`config.mk`:
```
export PLATFORM = sky130hd
export DESIGN_NAME = fetch_controller
export DESIGN_NICKNAME = d
export VERILOG_FILES = /design/src/rtl/fetch_controller.sv
export SDC_FILE = /design/constraint.sdc
export NUM_CORES = 1
export LEC_CHECK = 0
export ABC_AREA = 1
export CELL_PAD_IN_SITES_DETAIL_PLACEMENT = 1
export CELL_PAD_IN_SITES_GLOBAL_PLACEMENT = 1
export CORE_UTILIZATION = 24
export DETAILED_ROUTE_END_ITERATION = 10
export PLACE_DENSITY = 0.8
export SLEW_MARGIN = 20
export SYNTH_ARGS = -nofsm -noshare
export SYNTH_HDL_FRONTEND = slang
export SYNTH_SLANG_ARGS = --single-unit
export TNS_END_PERCENT = 1
```
`constraint.sdc`:
```
create_clock -name Clk -period 2.5 [get_ports Clk]
set_clock_uncertainty 0.15 [all_clocks]
set_input_delay 0.375 -clock Clk [delete_from_list [all_inputs] [get_ports Clk]]
set_output_delay 0.375 -clock Clk [all_outputs]
set_load 0.005 [all_outputs]
```
`src/rtl/fetch_controller.sv`:
```
// IF-stage sequencer: PC advance/select, IF/ID load/flush/hold, ID/EX bubble, halt.
// Outputs are Mealy (same cycle); optional saturating perf counters under FETCH_PERF_EN.
module fetch_controller #(
    parameter int FLUSH_CYCLES = 1,
    parameter int CNT_W        = 16
) (
    input  logic             Clk,
    input  logic             Rst,
    input  logic             IM_Ready,
    input  logic             BranchResult_in,
    input  logic             JumpControl_in,
    input  logic             LoadUse_in,
    input  logic             Halt_in,
    output logic             PCWrite_out,
    output logic [1:0]       PCSel_out,
    output logic             IFID_Write_out,
    output logic             IFID_Flush_out,
    output logic             IDEX_Bubble_out,
    output logic             Halted_out,
    output logic [CNT_W-1:0] StallCount_out,
    output logic [CNT_W-1:0] RedirectCount_out
);

    typedef enum logic [2:0] {
        S_INIT    = 3'd0,
        S_RUN     = 3'd1,
        S_FLUSH   = 3'd2,
        S_MEMWAIT = 3'd3,
        S_HALT    = 3'd4
    } state_t;

    localparam logic [1:0] SEL_SEQ = 2'b00;
    localparam logic [1:0] SEL_BR  = 2'b01;
    localparam logic [1:0] SEL_JMP = 2'b10;
    localparam logic [2:0] FLUSH_INIT = 3'(FLUSH_CYCLES - 1);

    state_t     state, state_nxt;
    logic [2:0] flush_cnt, flush_cnt_nxt;
    logic [1:0] pend_sel, pend_sel_nxt;
    logic       redir;
    logic [1:0] redir_sel;
    logic [1:0] eff_sel;

    assign redir     = JumpControl_in | BranchResult_in;
    assign redir_sel = JumpControl_in ? SEL_JMP : (BranchResult_in ? SEL_BR : SEL_SEQ);
    // A redirect arriving while waiting replaces whatever was pending.
    assign eff_sel   = redir ? redir_sel : pend_sel;

    always_comb begin
        PCWrite_out     = 1'b0;
        PCSel_out       = SEL_SEQ;
        IFID_Write_out  = 1'b0;
        IFID_Flush_out  = 1'b0;
        IDEX_Bubble_out = 1'b0;
        Halted_out      = 1'b0;
        state_nxt       = state;
        flush_cnt_nxt   = flush_cnt;
        pend_sel_nxt    = pend_sel;

        case (state)
            S_RUN: begin
                if (Halt_in) begin
                    IFID_Flush_out = 1'b1;
                    state_nxt      = S_HALT;
                end else if (redir) begin
                    IFID_Flush_out = 1'b1;
                    if (IM_Ready) begin
                        PCWrite_out   = 1'b1;
                        PCSel_out     = redir_sel;
                        state_nxt     = (FLUSH_CYCLES == 1) ? S_RUN : S_FLUSH;
                        flush_cnt_nxt = FLUSH_INIT;
                    end else begin
                        pend_sel_nxt = redir_sel;
                        state_nxt    = S_MEMWAIT;
                    end
                end else if (LoadUse_in) begin
                    IDEX_Bubble_out = 1'b1;
                end else if (!IM_Ready) begin
                    IFID_Flush_out = 1'b1;
                    state_nxt      = S_MEMWAIT;
                end else begin
                    PCWrite_out    = 1'b1;
                    IFID_Write_out = 1'b1;
                end
            end
            S_FLUSH: begin
                PCWrite_out    = IM_Ready;
                IFID_Flush_out = 1'b1;
                if (IM_Ready) begin
                    if (flush_cnt <= 3'd1) begin
                        flush_cnt_nxt = 3'd0;
                        state_nxt     = S_RUN;
                    end else begin
                        flush_cnt_nxt = flush_cnt - 3'd1;
                    end
                end
            end
            S_MEMWAIT: begin
                IFID_Flush_out = 1'b1;
                if (IM_Ready) begin
                    PCWrite_out  = 1'b1;
                    pend_sel_nxt = SEL_SEQ;
                    if (eff_sel != SEL_SEQ) begin
                        PCSel_out     = eff_sel;
                        state_nxt     = (FLUSH_CYCLES == 1) ? S_RUN : S_FLUSH;
                        flush_cnt_nxt = FLUSH_INIT;
                    end else begin
                        IFID_Flush_out = 1'b0;
                        IFID_Write_out = 1'b1;
                        state_nxt      = S_RUN;
                    end
                end else begin
                    pend_sel_nxt = eff_sel;
                end
            end
            S_HALT: begin
                IFID_Flush_out = 1'b1;
                Halted_out     = 1'b1;
            end
            default: begin
                IFID_Flush_out  = 1'b1;
                IDEX_Bubble_out = 1'b1;
                state_nxt       = S_RUN;
            end
        endcase
    end

    always_ff @(posedge Clk or posedge Rst) begin
        if (Rst) begin
            state     <= S_INIT;
            flush_cnt <= 3'd0;
            pend_sel  <= SEL_SEQ;
        end else begin
            state     <= state_nxt;
            flush_cnt <= flush_cnt_nxt;
            pend_sel  <= pend_sel_nxt;
        end
    end

`ifdef FETCH_PERF_EN
    logic             stall_inc, redir_inc;
    logic [CNT_W-1:0] stall_cnt, redir_cnt;

    assign stall_inc = !PCWrite_out &&
                       (state == S_RUN || state == S_FLUSH || state == S_MEMWAIT);
    // Only a redirect ever loads the PC with a non-sequential select.
    assign redir_inc = PCWrite_out && (PCSel_out != SEL_SEQ);

    always_ff @(posedge Clk or posedge Rst) begin
        if (Rst) begin
            stall_cnt <= '0;
            redir_cnt <= '0;
        end else begin
            if (stall_inc && (stall_cnt != '1))
                stall_cnt <= stall_cnt + 1'b1;
            if (redir_inc && (redir_cnt != '1))
                redir_cnt <= redir_cnt + 1'b1;
        end
    end

    assign StallCount_out    = stall_cnt;
    assign RedirectCount_out = redir_cnt;
`else
    assign StallCount_out    = '0;
    assign RedirectCount_out = '0;
`endif

endmodule
```
==> run_results.csv <==
group,metric,value,unit
finish,layout-drive-gt1-share,23.1,%
floorplan,die_area,4120,um2
synth,ys_seq_area_share,21.6,%
floorplan,fp.dieH,64.2,um
worst_setup_path,r2r-end,"flush_cnt[0]",
worst_setup_path,critPathLaunchType,"primary input",
route,vias,802,
floorplan,core_area,3690,um2
floorplan,initial_utilization,25.1,%
synth,synthTopCellsByArea,"buf_4, dfrtp_1, nand2_1, nand3_2, nand3_1",
clock_network,cts_sinks,8,
job,cap_violations,0,
clock_network,cts_buffer_depth,2,
synth,synthFlopType,"dfrtp_1",
power_and_ir_drop,p_total,0.338,mW
sta,finalHoldViolations,0,
finish,nets,166,
synth,netlist_area,927,um2
global_route,grt_max_degree,9,
sta,hold_ws,0.252,ns
worst_setup_path,worst_setup_path_end_kind,"primary output",
synth,synth_edf_count,0,
route,dr.pass1.iters,3,
worst_setup_path,worstReg2RegStart,"state[1]",
worst_hold_path,hold_path.class,"in2async",
clock_network,cts.clk_slew.worst_paths,0.04,ns
place,io_buffer_count,13,
synth,synthTopCellsByCount,"buf_4, nand2_1, nor2_1, inv_1, nand3_1",
route,ant_nets,0,
worst_setup_path,r2r_slack,1.00,ns
synth,yosys_warnings,0,
run_status,status,"complete, no violations",
power_and_ir_drop,p_leak,0.526,nW
sta,fin_crit_sh,95.0,%
finish,num_antenna_cells,0,
place,dpl-instance-area,1050,um2
floorplan,die_w,64.2,um
place,dp_hpwl,1620,um
global_route,grt_antenna_before_repair,0,
worst_setup_path,critical_path_class,"in2out",
place,dp.cells,201,
power_and_ir_drop,ir_drop,136,uV
clock_network,cts.hold.buffers_added,0,
sta,slew_viol_final,0,
synth,syn_avg_cell_area,6.92,um2
clock_network,clock-root-buffer,"clkbuf_8",
worst_setup_path,reg2reg_depth,7,
route,drt-vias-per-instance,3.93,
synth,ys_seq_elements,8,
finish,final_util,30.0,%
route,first_iter_violations,9,
route,drt_wl_total,1900,um
sta,layout_setup_ws,0.125,ns
global_route,grt_remaining_overflow,0,
clock_network,cts_tree,"yes",
global_route,grt_pass1_wl,3060,um
worst_setup_path,crit_fanout,3,
finish,layout.cells.non_filler,204,
sta,rsz0062_at_grt,"no",
worst_setup_path,crit_required,1.98,ns
synth,synth_cell_type_count,23,
finish,synthToLayoutAreaGrowth,19.4,%
place,gp_congestion,0.822,
clock_network,htree_levels,1,
place,preCtsSetupSlack,0.0167,ns
global_route,grt_pass1_vias,742,
worst_setup_path,arrival,1.85,ns
clock_network,cts_made_buffers,3,
sta,max_freq,421,MHz
floorplan,io_pins,46,
sta,setup_violations,0,
finish,fin_area,1110,um2
synth,async_reset_ff_share,100,%
power_and_ir_drop,power_density,305,nW/um2
sta,tns,0,ns
synth,synth_top_area_share,25.9,%
floorplan,rows,22,
synth,synthCells,134,
route,post_drt_wl_per_cell,9.32,um
synth,synth_area_leader_cell,"buf_4",
global_route,grtUsageTotal,9.47,%
route,drc,0,
sta,fin_crit,2.38,ns
clock_network,insertion_delay,0.23,ns
synth,yosysMostFrequentCell,"buf_4",
-- per-layer routing --
layer  GRT usage (%)  part of all wire, %  up-vias
met2            15.6                   46       24
met4            3.33                  1.3        0
met1            11.8                   48      374
met5               0                    0        -
li1                -                    -      402
met3            2.68                  4.7        2
-- layout make-up --
class / count / area [um2]
Sequential cell: 8 / 200
Fill cell: 485 / 2580
Inverter: 16 / 60.1
Tap cell: 48 / 60.1
Multi-Input combinational cell: 109 / 558
Timing Repair Buffer: 20 / 188
Clock buffer: 3 / 41.3
-- cell usage in the layout (no fill, tap or decap), drive strengths merged, types with 2 or more instances in the layout --
cell and count:
conb 32, nand2 27, nor2 18, inv 15
nand3 14, clkdlybuf4s50 11, o21ai 9, dfrtp 8
buf 7, clkbuf 3, nor3 2, nand4 2
dlymetal6s2s 2
-- cells by family after synthesis --
logic type | synth area share [%]
AOI/OAI and AO/OA | 6.88
and+or+nand+nor | 36.4
DFF | 21.6
xor gates and xnor gates | 0.945
adders and majority gates | 1.35
buffers and inverters | 32.4
other | 0.404
-- sequential cells by signal (all words and copies together) (netlist names) --
| register | cells |
|---|---|
| flush_cnt | 3 |
| pend_sel | 2 |
| state | 3 |
-- worst max-delay path, stage by stage --
cell and delay, ns:
clkdlybuf4s50_1 0.50, inv_2 0.05, nor2_2 0.09, buf_4 0.12, nand3_2 0.08, o21ai_1 0.13
clkdlybuf4s50_1 0.51
-- how the worst max path moves through the flow --
| stage | startpoint | to | slack [ns] |
|---|---|---|---|
| floorplan | state[2] | IFID_Flush_out | 0.90 |
| global placement | JumpControl_in | IDEX_Bubble_out | 0.05 |
| detailed placement | BranchResult_in | IFID_Flush_out | 0.02 |
| CTS | BranchResult_in | IFID_Flush_out | 0.01 |
| global route | state[2] | PCSel_out[1] | 0.03 |
| finish | IM_Ready | IFID_Write_out | 0.12 |
-- what timing repair did --
action	CTS	global route
setup endpoints to repair	0	5
gates resized for setup	0	7
buffers inserted	0	0
-- where the power goes --
part / total [mW] / switching [mW] / internal, mW
Sequential: 0.134 / 0.00113 / 0.132
Clock: 0.153 / 0.0488 / 0.104
Combinational: 0.0515 / 0.0330 / 0.0186
Note: power is estimated with default switching activity, not from simulation.
